`src/rtl/ntt_ctrl.sv`:
```
// rtl/ntt_ctrl.sv - layer sequencer for an in-place 256-point Kyber NTT/INTT
module ntt_ctrl #(
    parameter int WIDTH  = 12,
    parameter int RD_LAT = 1,
    parameter int BF_LAT = 2
) (
    input  logic             clk,
    input  logic             rst,
    input  logic             start,
    input  logic             mode,
    output logic             busy,
    output logic             done,
    output logic             rd_en,
    output logic [7:0]       rd_addr_a,
    output logic [7:0]       rd_addr_b,
    output logic [6:0]       tw_addr,
    input  logic [WIDTH-1:0] rd_data_a,
    input  logic [WIDTH-1:0] rd_data_b,
    input  logic [WIDTH-1:0] tw_data,
    output logic [WIDTH-1:0] bf_a,
    output logic [WIDTH-1:0] bf_b,
    output logic [WIDTH-1:0] bf_w,
    output logic [1:0]       bf_sel,
    input  logic [WIDTH-1:0] bf_c,
    input  logic [WIDTH-1:0] bf_d,
    output logic             wr_en,
    output logic [7:0]       wr_addr_a,
    output logic [7:0]       wr_addr_b,
    output logic [WIDTH-1:0] wr_data_a,
    output logic [WIDTH-1:0] wr_data_b
);

    // total read-to-write delay; also the length of the inter-layer drain
    localparam int PIPE = RD_LAT + BF_LAT;
    localparam int DW   = (PIPE > 1) ? $clog2(PIPE) : 1;
    localparam logic [DW-1:0] DLAST = DW'(PIPE - 1);

    localparam logic [1:0] S_IDLE  = 2'd0;
    localparam logic [1:0] S_RUN   = 2'd1;
    localparam logic [1:0] S_DRAIN = 2'd2;
    localparam logic [1:0] S_DONE  = 2'd3;

    logic [1:0]    state;
    logic          mode_q;
    logic [2:0]    layer;
    logic [6:0]    idx;
    logic [DW-1:0] dcnt;

    logic [2:0]    lg;
    logic [7:0]    len;
    logic [6:0]    grp;
    logic [6:0]    off;
    logic [7:0]    j;
    logic [6:0]    k;
    logic          run;

    logic [PIPE-1:0] vsr;
    logic [7:0]      asr [PIPE];
    logic [7:0]      bsr [PIPE];

    // sequencer: one butterfly per RUN cycle, then PIPE drain cycles per layer
    always_ff @(posedge clk) begin
        if (!rst) begin
            state  <= S_IDLE;
            mode_q <= 1'b0;
            layer  <= 3'd0;
            idx    <= 7'd0;
            dcnt   <= '0;
        end else begin
            case (state)
                S_IDLE: begin
                    if (start) begin
                        mode_q <= mode;
                        layer  <= 3'd0;
                        idx    <= 7'd0;
                        dcnt   <= '0;
                        state  <= S_RUN;
                    end
                end
                S_RUN: begin
                    idx <= idx + 7'd1;
                    if (idx == 7'd127) begin
                        dcnt  <= '0;
                        state <= S_DRAIN;
                    end
                end
                S_DRAIN: begin
                    if (dcnt == DLAST) begin
                        dcnt <= '0;
                        if (layer == 3'd6) begin
                            state <= S_DONE;
                        end else begin
                            layer <= layer + 3'd1;
                            idx   <= 7'd0;
                            state <= S_RUN;
                        end
                    end else begin
                        dcnt <= dcnt + DW'(1);
                    end
                end
                S_DONE: state <= S_IDLE;
                default: state <= S_IDLE;
            endcase
        end
    end

    // butterfly index -> pair addresses and twiddle index for the current layer
    always_comb begin
        lg  = mode_q ? (layer + 3'd1) : (3'd7 - layer);
        len = 8'd1 << lg;
        grp = idx >> lg;
        off = idx & 7'(len - 8'd1);
        j   = ({1'b0, grp} << ({1'b0, lg} + 4'd1)) | {1'b0, off};
        k   = mode_q ? ((7'd127 >> layer) - grp) : ((7'd1 << layer) + grp);
        run = (state == S_RUN);
    end

    // addresses are held at zero outside RUN so idle buses stay quiet
    always_comb begin
        rd_en     = run;
        rd_addr_a = run ? j : 8'd0;
        rd_addr_b = run ? (j + len) : 8'd0;
        tw_addr   = run ? k : 7'd0;
        busy      = (state == S_RUN) || (state == S_DRAIN);
        done      = (state == S_DONE);
        bf_sel    = busy ? {1'b0, mode_q} : 2'd2;
        bf_a      = rd_data_a;
        bf_b      = rd_data_b;
        bf_w      = tw_data;
        wr_en     = vsr[PIPE-1];
        wr_addr_a = asr[PIPE-1];
        wr_addr_b = bsr[PIPE-1];
        wr_data_a = bf_c;
        wr_data_b = bf_d;
    end

    // write-back delay line: read addresses reappear PIPE cycles later
    always_ff @(posedge clk) begin
        if (!rst) begin
            vsr <= '0;
            for (int s = 0; s < PIPE; s++) begin
                asr[s] <= 8'd0;
                bsr[s] <= 8'd0;
            end
        end else begin
            vsr[0] <= rd_en;
            asr[0] <= rd_addr_a;
            bsr[0] <= rd_addr_b;
            for (int s = 1; s < PIPE; s++) begin
                vsr[s] <= vsr[s-1];
                asr[s] <= asr[s-1];
                bsr[s] <= bsr[s-1];
            end
        end
    end

endmodule

```
`config.mk`:
```
export PLATFORM = sky130hd
export DESIGN_NAME = ntt_ctrl
export DESIGN_NICKNAME = d
export VERILOG_FILES = /design/src/rtl/ntt_ctrl.sv
export SDC_FILE = /design/constraint.sdc
export NUM_CORES = 1
export LEC_CHECK = 0
export ABC_AREA = 1
export BUFFER_PORTS_ARGS = -buffer_cell sky130_fd_sc_hd__buf_2
export CAP_MARGIN = 0
export CELL_PAD_IN_SITES_DETAIL_PLACEMENT = 0
export CELL_PAD_IN_SITES_GLOBAL_PLACEMENT = 1
export CORE_MARGIN = 2
export CORE_UTILIZATION = 25
export DETAILED_ROUTE_END_ITERATION = 10
export PLACE_DENSITY_LB_ADDON = 0.1
export SYNTH_ARGS = -nofsm -noshare
export SYNTH_HDL_FRONTEND = slang
export SYNTH_SLANG_ARGS = --single-unit
```
`constraint.sdc`:
```
create_clock -name clk -period 4 [get_ports clk]
set_input_delay 0.6 -clock clk [delete_from_list [all_inputs] [get_ports clk]]
set_output_delay 0.6 -clock clk [all_outputs]
set_load 0.01 [all_outputs]
```
Word-level counts from Yosys, hierarchy flattened
Memories as Yosys holds them, arrays and structs flattened.
Index checks and enable logic that the tools add are counted.
{"block": "word_totals", "rom_bits": 0, "ff_bits": 18, "latchBits": 0, "output_inout_bits": 105, "ram_bits": 48, "memories": 2, "in_bits": 64}
{"block": "op_classes", "bitwise": 8, "reduce_logical": 9, "magnitude_cmp": 0, "mul": 0, "div_mod_pow": 0, "n_mux": 31, "shift": 5, "eq_ne": 10, "add_sub_neg": 9}
{"name": "asr", "depth": 3, "word_bits": 8, "rd": 3, "rd_clocked_by_memory_dff": 0, "write_ports": 3, "line": "58", "text": "logic [7:0] asr [PIPE];"}
{"name": "bsr", "depth": 3, "word_bits": 8, "rd": 3, "rd_clocked_by_memory_dff": 0, "write_ports": 3, "line": "59", "text": "logic [7:0] bsr [PIPE];"}
{"op": "2-to-1 mux 8 bit", "count": 8}
{"op": "2-to-1 mux 7 bit", "count": 5}
{"op": "one-hot mux 7 bit (3 select lines)", "count": 1}
{"op": "2-to-1 mux 2 bit", "count": 8}
{"op": "2-to-1 mux 3 bit", "count": 4}
{"op": "adder 8 bit", "count": 1}
{"op": "OR 8 x 7 -> 8 bit", "count": 1}
{"op": "one-hot mux 2 bit (4 select lines)", "count": 1}
{"op": "AND reduction 4 bit", "count": 2}
{"op": "<< shifter 1 x 3 -> 8 bit (first input constant)", "count": 1}
{"op": "<< shifter 7 x 4 -> 8 bit", "count": 1}
{"op": "adder 7 x 1 -> 7 bit (second input constant)", "count": 1}
{"op": "adder 7 bit", "count": 1}
{"op": "AND 7 bit", "count": 1}
{"op": "equality test 7 bit (second input constant)", "count": 1}
{"op": "<< shifter 1 x 3 -> 7 bit (first input constant)", "count": 1}
{"op": ">> shifter 7 x 3 -> 7 bit", "count": 1}
{"op": ">> shifter 7 x 3 -> 7 bit (first input constant)", "count": 1}
{"op": "subtractor 7 x 1 -> 7 bit (second input constant)", "count": 1}
{"op": "subtractor 7 bit", "count": 1}
{"op": "equality test 2 bit (second input constant)", "count": 3}
{"op": "!= test 2 bit (second input constant)", "count": 3}
{"op": "OR 1 bit", "count": 6}
{"op": "one-hot mux 2 bit (3 select lines)", "count": 1}
{"op": "15 further kinds", "count": 17}

Logic depth before layout (Yosys ltp)
Gate-level depths: netlist (run 1).
{"block": "logic_depth", "depth_word": 9, "mapped_depth": 26, "depth_no_buf": 24}

Worst setup path after synthesis (run 1)
No wires, ideal clock.
{"block": "synth_timing", "kind": "register to output", "startpoint": "register layer[0]", "endpoint": "output rd_addr_b[7]", "arrival_time_ns": 3.300, "required_ns": 3.400, "n_path_buf": 2, "stages_incl_launch_ff": 23, "setup_slack_ns": 0.100, "cell_sequence": "dfxtp_1 -> buf_4 -> inv_2 -> buf_6 -> ha_1 -> inv_1 -> nand2_2 -> nand2_4 -> nor2_1 -> ha_1 -> inv_1 -> a21oi_1 -> o21ai_0 -> o21ai_0 -> nand2_1 -> ha_1 -> a21oi_1 -> o21bai_1 -> a21oi_1 -> nand2_1 -> nand2_1 -> nand3_2 -> inv_1"}
{"block": "synth_between", "elab_chain_cells": 8}
{"item": "from (decl)", "line": "45", "text": "logic [2:0] layer;"}
{"item": "from (signal assigned)", "line": "93", "text": "layer <= layer + 3'd1;"}
{"item": "subtractor 3 bit or adder 3 x 1 -> 3 bit (tied branches)", "line": "109", "text": "lg = mode_q ? (layer + 3'd1) : (3'd7 - layer);"}
{"item": "2-to-1 mux 3 bit *", "line": "109"}
{"item": "<< shifter 1 x 3 -> 8 bit", "line": "110", "text": "len = 8'd1 << lg;"}
{"item": "subtractor 7 x 1 -> 7 bit", "line": "112", "text": "off = idx & 7'(len - 8'd1);"}
{"item": "AND 7 bit", "line": "112"}
{"item": "OR 8 x 7 -> 8 bit", "line": "113", "text": "j = ({1'b0, grp} << ({1'b0, lg} + 4'd1)) | {1'b0, off};"}
{"item": "adder 8 bit *", "line": "122", "text": "rd_addr_b = run ? (j + len) : 8'd0;"}
{"item": "2-to-1 mux 8 bit *", "line": "122"}
{"item": "to (decl)", "line": "15", "text": "output logic [7:0] rd_addr_b,"}
Mark *: on every way between the ends. The rest lies on a longest branch, timed or not.

Worst setup path after layout (run 1)
{"block": "layout_timing", "startpoint": "register layer[0]", "endpoint": "output tw_addr[6]"}
{"block": "layout_between", "elab_chain_cells": 6}
{"item": "subtractor 3 bit or adder 3 x 1 -> 3 bit (tied branches)", "line": "109"}
{"item": "2-to-1 mux 3 bit", "line": "109"}
{"item": ">> shifter 7 x 3 -> 7 bit", "line": "111", "text": "grp = idx >> lg;"}
{"item": "adder 7 bit or subtractor 7 bit (tied branches)", "line": "114", "text": "k = mode_q ? ((7'd127 >> layer) - grp) : ((7'd1 << layer) + grp);"}
{"item": "2-to-1 mux 7 bit *", "line": "114"}
{"item": "2-to-1 mux 7 bit *", "line": "123", "text": "tw_addr = run ? k : 7'd0;"}
{"item": "to (decl)", "line": "16", "text": "output logic [6:0] tw_addr,"}
Marked as above.

==> results of run 1 <==
tightest hold or removal path, stage by stage (launching register included):
cell,delay [ns]
dfxtp_1,0.29
nand2_1,0.04
inv_1,0.03
cells by family after synthesis:
| group | count (synthesis) | share of synthesized area, % |
|---|---|---|
| simple gates | 263 | 25.7 |
| buf+inv | 210 | 24.0 |
| compound gates | 84 | 10.8 |
| flops | 66 | 28.5 |
| fa+ha+maj | 36 | 10.1 |
| xor+xnor | 5 | 0.946 |
power breakdown:
| group | total [uW] | switching [uW] | internal (uW) |
|---|---|---|---|
| logic | 3990 | 2330 | 1660 |
| registers | 837 | 63.5 | 773 |
| clock network | 844 | 295 | 549 |
final timing paths:
kind | from | to | slack, ns | cells after the start
worst min-delay path | asr[0][1] | asr[0][9] | 0.41 | 2
worst min register to register | asr[0][1] | asr[0][9] | 0.41 | 2
worst max register to register | layer[0] | bsr[0][7] | 0.99 | 24
worst max-delay path | layer[0] | tw_addr[6] | -0.01 | 21
sequential cells by signal, summed over array words and instances, names as in the netlist:
name    count
asr        24
bsr        24
idx         7
layer       3
vsr         3
dcnt        2
state       2
mode_q      1
area by class of cell:
type,count,area share [%]
Sequential cell,66,23.3
Tap cell,229,5.02
Multi-Input combinational cell,389,46.0
Clock buffer,9,3.95
Timing Repair Buffer,104,11.9
Clock inverter,7,1.78
Inverter,120,8.03
cells in the final DEF, fill, tap and decap left out, types with 4 or more instances in the layout:
cell / instances
o21ai_2: 9
nand2_4: 8
xor2_1: 4
nor2_2: 6
dfxtp_1: 63
buf_6: 5
o21ai_0: 12
nand3_2: 7
ha_1: 23
a21oi_1: 27
nor2_4: 6
nor2_1: 53
nand2_1: 117
inv_2: 11
clkbuf_16: 9
a211oi_1: 8
a21oi_2: 5
nor3_2: 4
buf_2: 48
nand3_1: 15
ha_4: 10
buf_4: 51
inv_1: 106
nand2_2: 21
o21ai_1: 4
nor3_1: 10
metal layers:
layer  global-route usage, %  vias up  wire [um]
met3                    3.11       20        530
met1                    17.5     1720       6130
met4                    3.67        0        168
met5                       0        -          0
li1                        -     2035          -
met2                    19.7       73       5500
through the flow:
step                worst slack (ns)  total power, uW  setup TNS (ns)  hold WS (ns)  cells
floorplan                      0.100             2900               0         0.386    664
global placement              0.0585             3970               0         0.393    887
detailed placement           -0.0133             3910         -0.0248         0.393    887
CTS                          -0.0157             5290         -0.0157         0.406    915
global route                  -0.194             6170          -0.845         0.427    924
finish                       -0.0101             5670         -0.0101         0.406    924
what timing repair did:
action | in CTS | in global routing
setup buffers | 11 | 9
cloned | 1 | 0
pin swaps | 25 | 29
resized for setup | 61 | 52
endpoints found under the setup margin | 9 | 8
==> results.yml, run 1 <==
status:
  status: "finished with violations"
  failed_checks: "DRC, setup timing"
timing:
  fin_crit_sh_pct: 100
  tightestPinTransition_ns: 0.637
  min_period_ns: 4.01
  rsz0062_at_grt: "yes"
  clock-skew-final_ns: 0.00896
  slew_violations: 0
  hold_violations: 0
  setup_ws_ns: -0.0101
  setup_viol: 1
  relSlewSlack_pct: 57.5
  max_freq_mhz: 249
power_and_ir_drop:
  power_leakage_uw: 0.00287
  ir_worst_vdd_uv: 301
  p_per_area_nw_per_um2: 993
yosys:
  synth-edff-count: 0
  netlist.area_leader.share_pct: 28.5
  syn_avg_cell_area_um2: 6.97
  netlist_instances: 664
  synth_area_leaders: "dfxtp_1 (29%), buf_4 (13%), nand2_1 (11%)"
  yosysSeqAreaShare_pct: 28.5
  synth-seq-cells: 66
  synth_area_leader_cell: "dfxtp_1"
  synth_most_common_cell: "nand2_1"
  yosysUniqueCellTypes: 44
  async_flop_share_pct: 0
  yosysWarnings: 0
  synth_ff_type: "dfxtp_1"
  syn_area_um2: 4630
  syn_nets: 764
  yosys-top-cells-count: "nand2_1 (132), inv_1 (113), buf_4 (78), dfxtp_1 (66), nor2_1 (62)"
drt:
  num_vias: 3848
  drc: 12
  avgRoutedWirePerCell_um: 13.3
  routed_wl_um: 12300
  first_pass_iters: 9
  ant_nets: 0
  vias_per_cell: 4.16
  drt_iter0_markers: 173
critical_path:
  critPathCaptureType: "output port"
  required_ns: 3.40
  slowest_delay_ns: 0.37
  path_buf_inv: 6
  cp-start-kind: "register"
  worstPathCellList: "ha_4 -> inv_2 -> ha_4 -> nand2_4 -> o21ai_4 -> clkinv_4 -> nand3_4 -> nand2_2 -> inv_2 -> ha_4 -> inv_2 -> fa_2 -> o31ai_4 -> inv_1 -> nor2_2 -> nor2_1 -> nor2_1 -> nor2_1 -> xor2_1 -> a211oi_1 -> buf_2"
  critPathKind: "reg2out"
  cp.arrival_ns: 3.41
  cp_top_family: "adder cells"
  crit_fanout: 6
  crit_slowest_cell: "dfxtp_4"
clocking:
  clk_pin_slew_ns: 0.06
  htreeDepth: 3
  cts.sinks: 66
  cts_buffer_depth: 2
  cts_tree: "built"
  holdBufCountCts: 0
  cts_buffers: 9
  cts_root_buffer: "clkbuf_16"
  clock_latency_ns: 0.33
placement:
  dp_hpwl_um: 9590
  place.port_buffers: 48
  place_area_um2: 4760
  gp_congestion: 0.842
final_layout:
  fin_util_pct: 31.5
  drive_gt1_share_pct: 33.2
  final_cell_area_um2: 5710
  area_growth_pct: 23.3
  seq_area_um2: 1330
  nNetsFinal: 790
  multi_input_area_um2: 2630
  fillers: 1932
  antennaDiodeCount: 0
floorplanning:
  die_w_um: 140
  ios: 169
  fp.coreArea_um2: 18100
  die_area_um2: 19600
  start_util_pct: 25.6
  die_h_um: 140
  rows: 49
global_route:
  grt_pass1_wl_um: 19700
  grt_pass1_vias: 3724
  grt_use_total_pct: 12.7
  grt_max_degree: 23
  antenna_found_initial: 0
  globalRouteOverflowTotal: 0
min_path:
  min_path_type: "reg2reg"
job:
  max_cap_viol_count: 0
No activity file was read; power rests on OpenSTA's default activity.
==> run 2: changes to the inputs <==
==> constraint.sdc (replaced) <==
create_clock -name clk -period 4 [get_ports clk]
set_input_delay 0 -clock clk [delete_from_list [all_inputs] [get_ports clk]]
set_output_delay 0 -clock clk [all_outputs]
set_load 0.01 [all_outputs]
==> run 2 against run 1 <==
Against the previous run: the flow finishes with violations (DRC); critical endpoint unchanged; critical path type unchanged; cell count fell by 4.1%; total power decreased by 17%; utilization fell by 3.6 points; critical path depth stayed put; cell area is 11% lower; first-iteration DRC count fell by 2.9%; non-clock buffer count down 38; die area did not move.
==> results.yml, run 2 (synthesized netlist as in run 1, its figures left out) <==
timing:
  min_period_ns: 3.74
  setup_ws_ns: 0.257
  relSlewSlack_pct: 40.0
  max_freq_mhz: 267
  fin_crit_sh_pct: 93.6
  slew_violations: 0
  tightestPinTransition_ns: 0.894
  clock-skew-final_ns: 0.0133
  setup_viol: 0
  hold_violations: 0
min_path:
  min_path_type: "in2out"
placement:
  gp_congestion: 0.785
  place_ws_ns: 0.345
  place_area_um2: 4590
  dp_hpwl_um: 9790
  place.port_buffers: 48
drt:
  drc: 12
  routed_wl_um: 12200
  vias_per_cell: 4.25
  first_pass_iters: 10
  ant_nets: 0
  avgRoutedWirePerCell_um: 13.8
  drt_iter0_markers: 168
  num_vias: 3767
clocking:
  clk_pin_slew_ns: 0.06
  htreeDepth: 3
  cts.sinks: 66
  cts_buffer_depth: 2
  clock_latency_ns: 0.33
  cts_buffers: 9
  cts_tree: "built"
  cts_root_buffer: "clkbuf_16"
critical_path:
  critPathCaptureType: "output port"
  cp.arrival_ns: 3.74
  worstPathCellList: "ha_2 -> inv_1 -> ha_1 -> nand2_1 -> o21ai_4 -> inv_4 -> nand3_1 -> nand2_1 -> inv_1 -> ha_1 -> inv_1 -> fa_2 -> o31ai_4 -> inv_1 -> nor2_1 -> nor2_1 -> nor2_1 -> nor2_1 -> xor2_1 -> a211oi_1 -> buf_2"
  path_buf_inv: 6
  slowest_delay_ns: 0.38
  crit_slowest_cell: "fa_2"
  required_ns: 4.00
  critPathKind: "reg2out"
  cp_top_family: "adder cells"
  crit_fanout: 8
  r2r_slack_ns: 0.70
  cp-start-kind: "register"
final_layout:
  antennaDiodeCount: 0
  fillers: 2027
  seq_area_um2: 1320
  mostFrequentLayoutCell: "nand2_1"
  nNetsFinal: 752
  final_cell_mix: "nand2_1 (130), inv_1 (113), dfxtp_1 (65), nor2_1 (59), buf_2 (48)"
  fin_util_pct: 27.9
  reg.largest.list: "asr x24, bsr x24, idx x7"
  drive_gt1_share_pct: 21.3
  final_cell_area_um2: 5050
  area_growth_pct: 9.22
  multi_input_area_um2: 2310
job:
  max_cap_viol_count: 0
global_route:
  globalRouteOverflowTotal: 0
  antenna_found_initial: 0
  grt_max_degree: 22
  grt_pass1_vias: 3713
  grt_pass1_wl_um: 19400
  grt_use_total_pct: 12.7
status:
  status: "finished with violations"
  failed_checks: "DRC"
floorplanning:
  die_h_um: 140
  die_area_um2: 19600
  rows: 49
  ios: 169
  start_util_pct: 25.6
  fp.coreArea_um2: 18100
  die_w_um: 140
power_and_ir_drop:
  ir_worst_vdd_uv: 271
  power_leakage_uw: 0.00262
  p_per_area_nw_per_um2: 926
## run 2: cell count changes in the layout (fill, tap and decap cells not counted), moves of 4 or more
cell,before,now
inv_1,106,113
inv_2,11,5
buf_6,5,1
nor2_4,6,2
nand2_4,8,4
nand2_2,21,13
nand2_1,117,130
ha_1,23,30
nand3_1,15,19
o21ai_0,12,17
nor2_1,53,59
buf_4,51,15
ha_4,10,2
## run 2: cell type report
cell class / instances / area share [%]
inverters: 120 / 8.96
repair buffers: 66 / 7.60
flip-flops and latches: 66 / 26.2
clock buffers: 10 / 4.53
well taps: 229 / 5.67
multi-input cells: 389 / 45.7
clock inverters: 6 / 1.34
## run 2: worst paths after layout
check / start / endpoint / cells past startpoint
max: layer[0] / tw_addr[6] / 21
min: rd_data_b[9] / bf_b[9] / 0
max reg2reg: layer[1] / bsr[0][5] / 24
min reg2reg: asr[0][1] / asr[0][9] / 2
## run 2: report_power, final
group / leakage, uW / internal, uW / switching, uW
logic: 0.00195 / 1080 / 2000
registers: 0.000535 / 768 / 61.6
clock network: 0.000139 / 483 / 293
## run 2: repair_timing
action,4_1_cts,5_1_grt
cloned,0,1
hold buffers,2,0
setup endpoints to repair,3,7
buffers inserted,0,3
gates resized for setup,3,29
pin swaps,0,3
endpoints found under the hold margin,1,0
## run 2: metal layers
layer / part of all wire (%) / up-vias / track usage (%) / wire (um)
li1: - / 1962 / - / -
met1: 50 / 1706 / 17.3 / 6130
met2: 44 / 77 / 19.4 / 5330
met3: 4.8 / 22 / 2.87 / 580
met4: 1.4 / 0 / 4.89 / 166
met5: 0 / - / 0 / 0
## run 2: worst register-to-register path: stages (launching register included)
cell and delay, ns:
dfxtp_1 0.33, buf_4 0.17, inv_1 0.09, ha_1 0.33
inv_1 0.06, nand2_2 0.11, nand2_2 0.12, nand2_1 0.08
nand3_1 0.10, nand2_1 0.12, inv_2 0.05, nand2_1 0.05
o21ai_1 0.08, o21ai_1 0.16, or2_1 0.16, nand2_1 0.14
ha_4 0.34, nand2_1 0.05, nand3b_2 0.20, nand2_2 0.11
nand2_1 0.07, nand2_1 0.06, nand2_1 0.04, nand3_1 0.09
nor2_1 0.05
## run 2: through the flow
stage | setup TNS, ns | total power (uW) | std cells | hold WS [ns]
detailed placement | 0 | 3710 | 864 | 0.0000686
finish | 0 | 4680 | 886 | 0.00000282
floorplan | 0 | 2900 | 664 | 0.0918
global route | -0.00528 | 5160 | 886 | 0.0000151
CTS | 0 | 4530 | 882 | 0.0000686
global placement | 0 | 3720 | 864 | 0.0000686
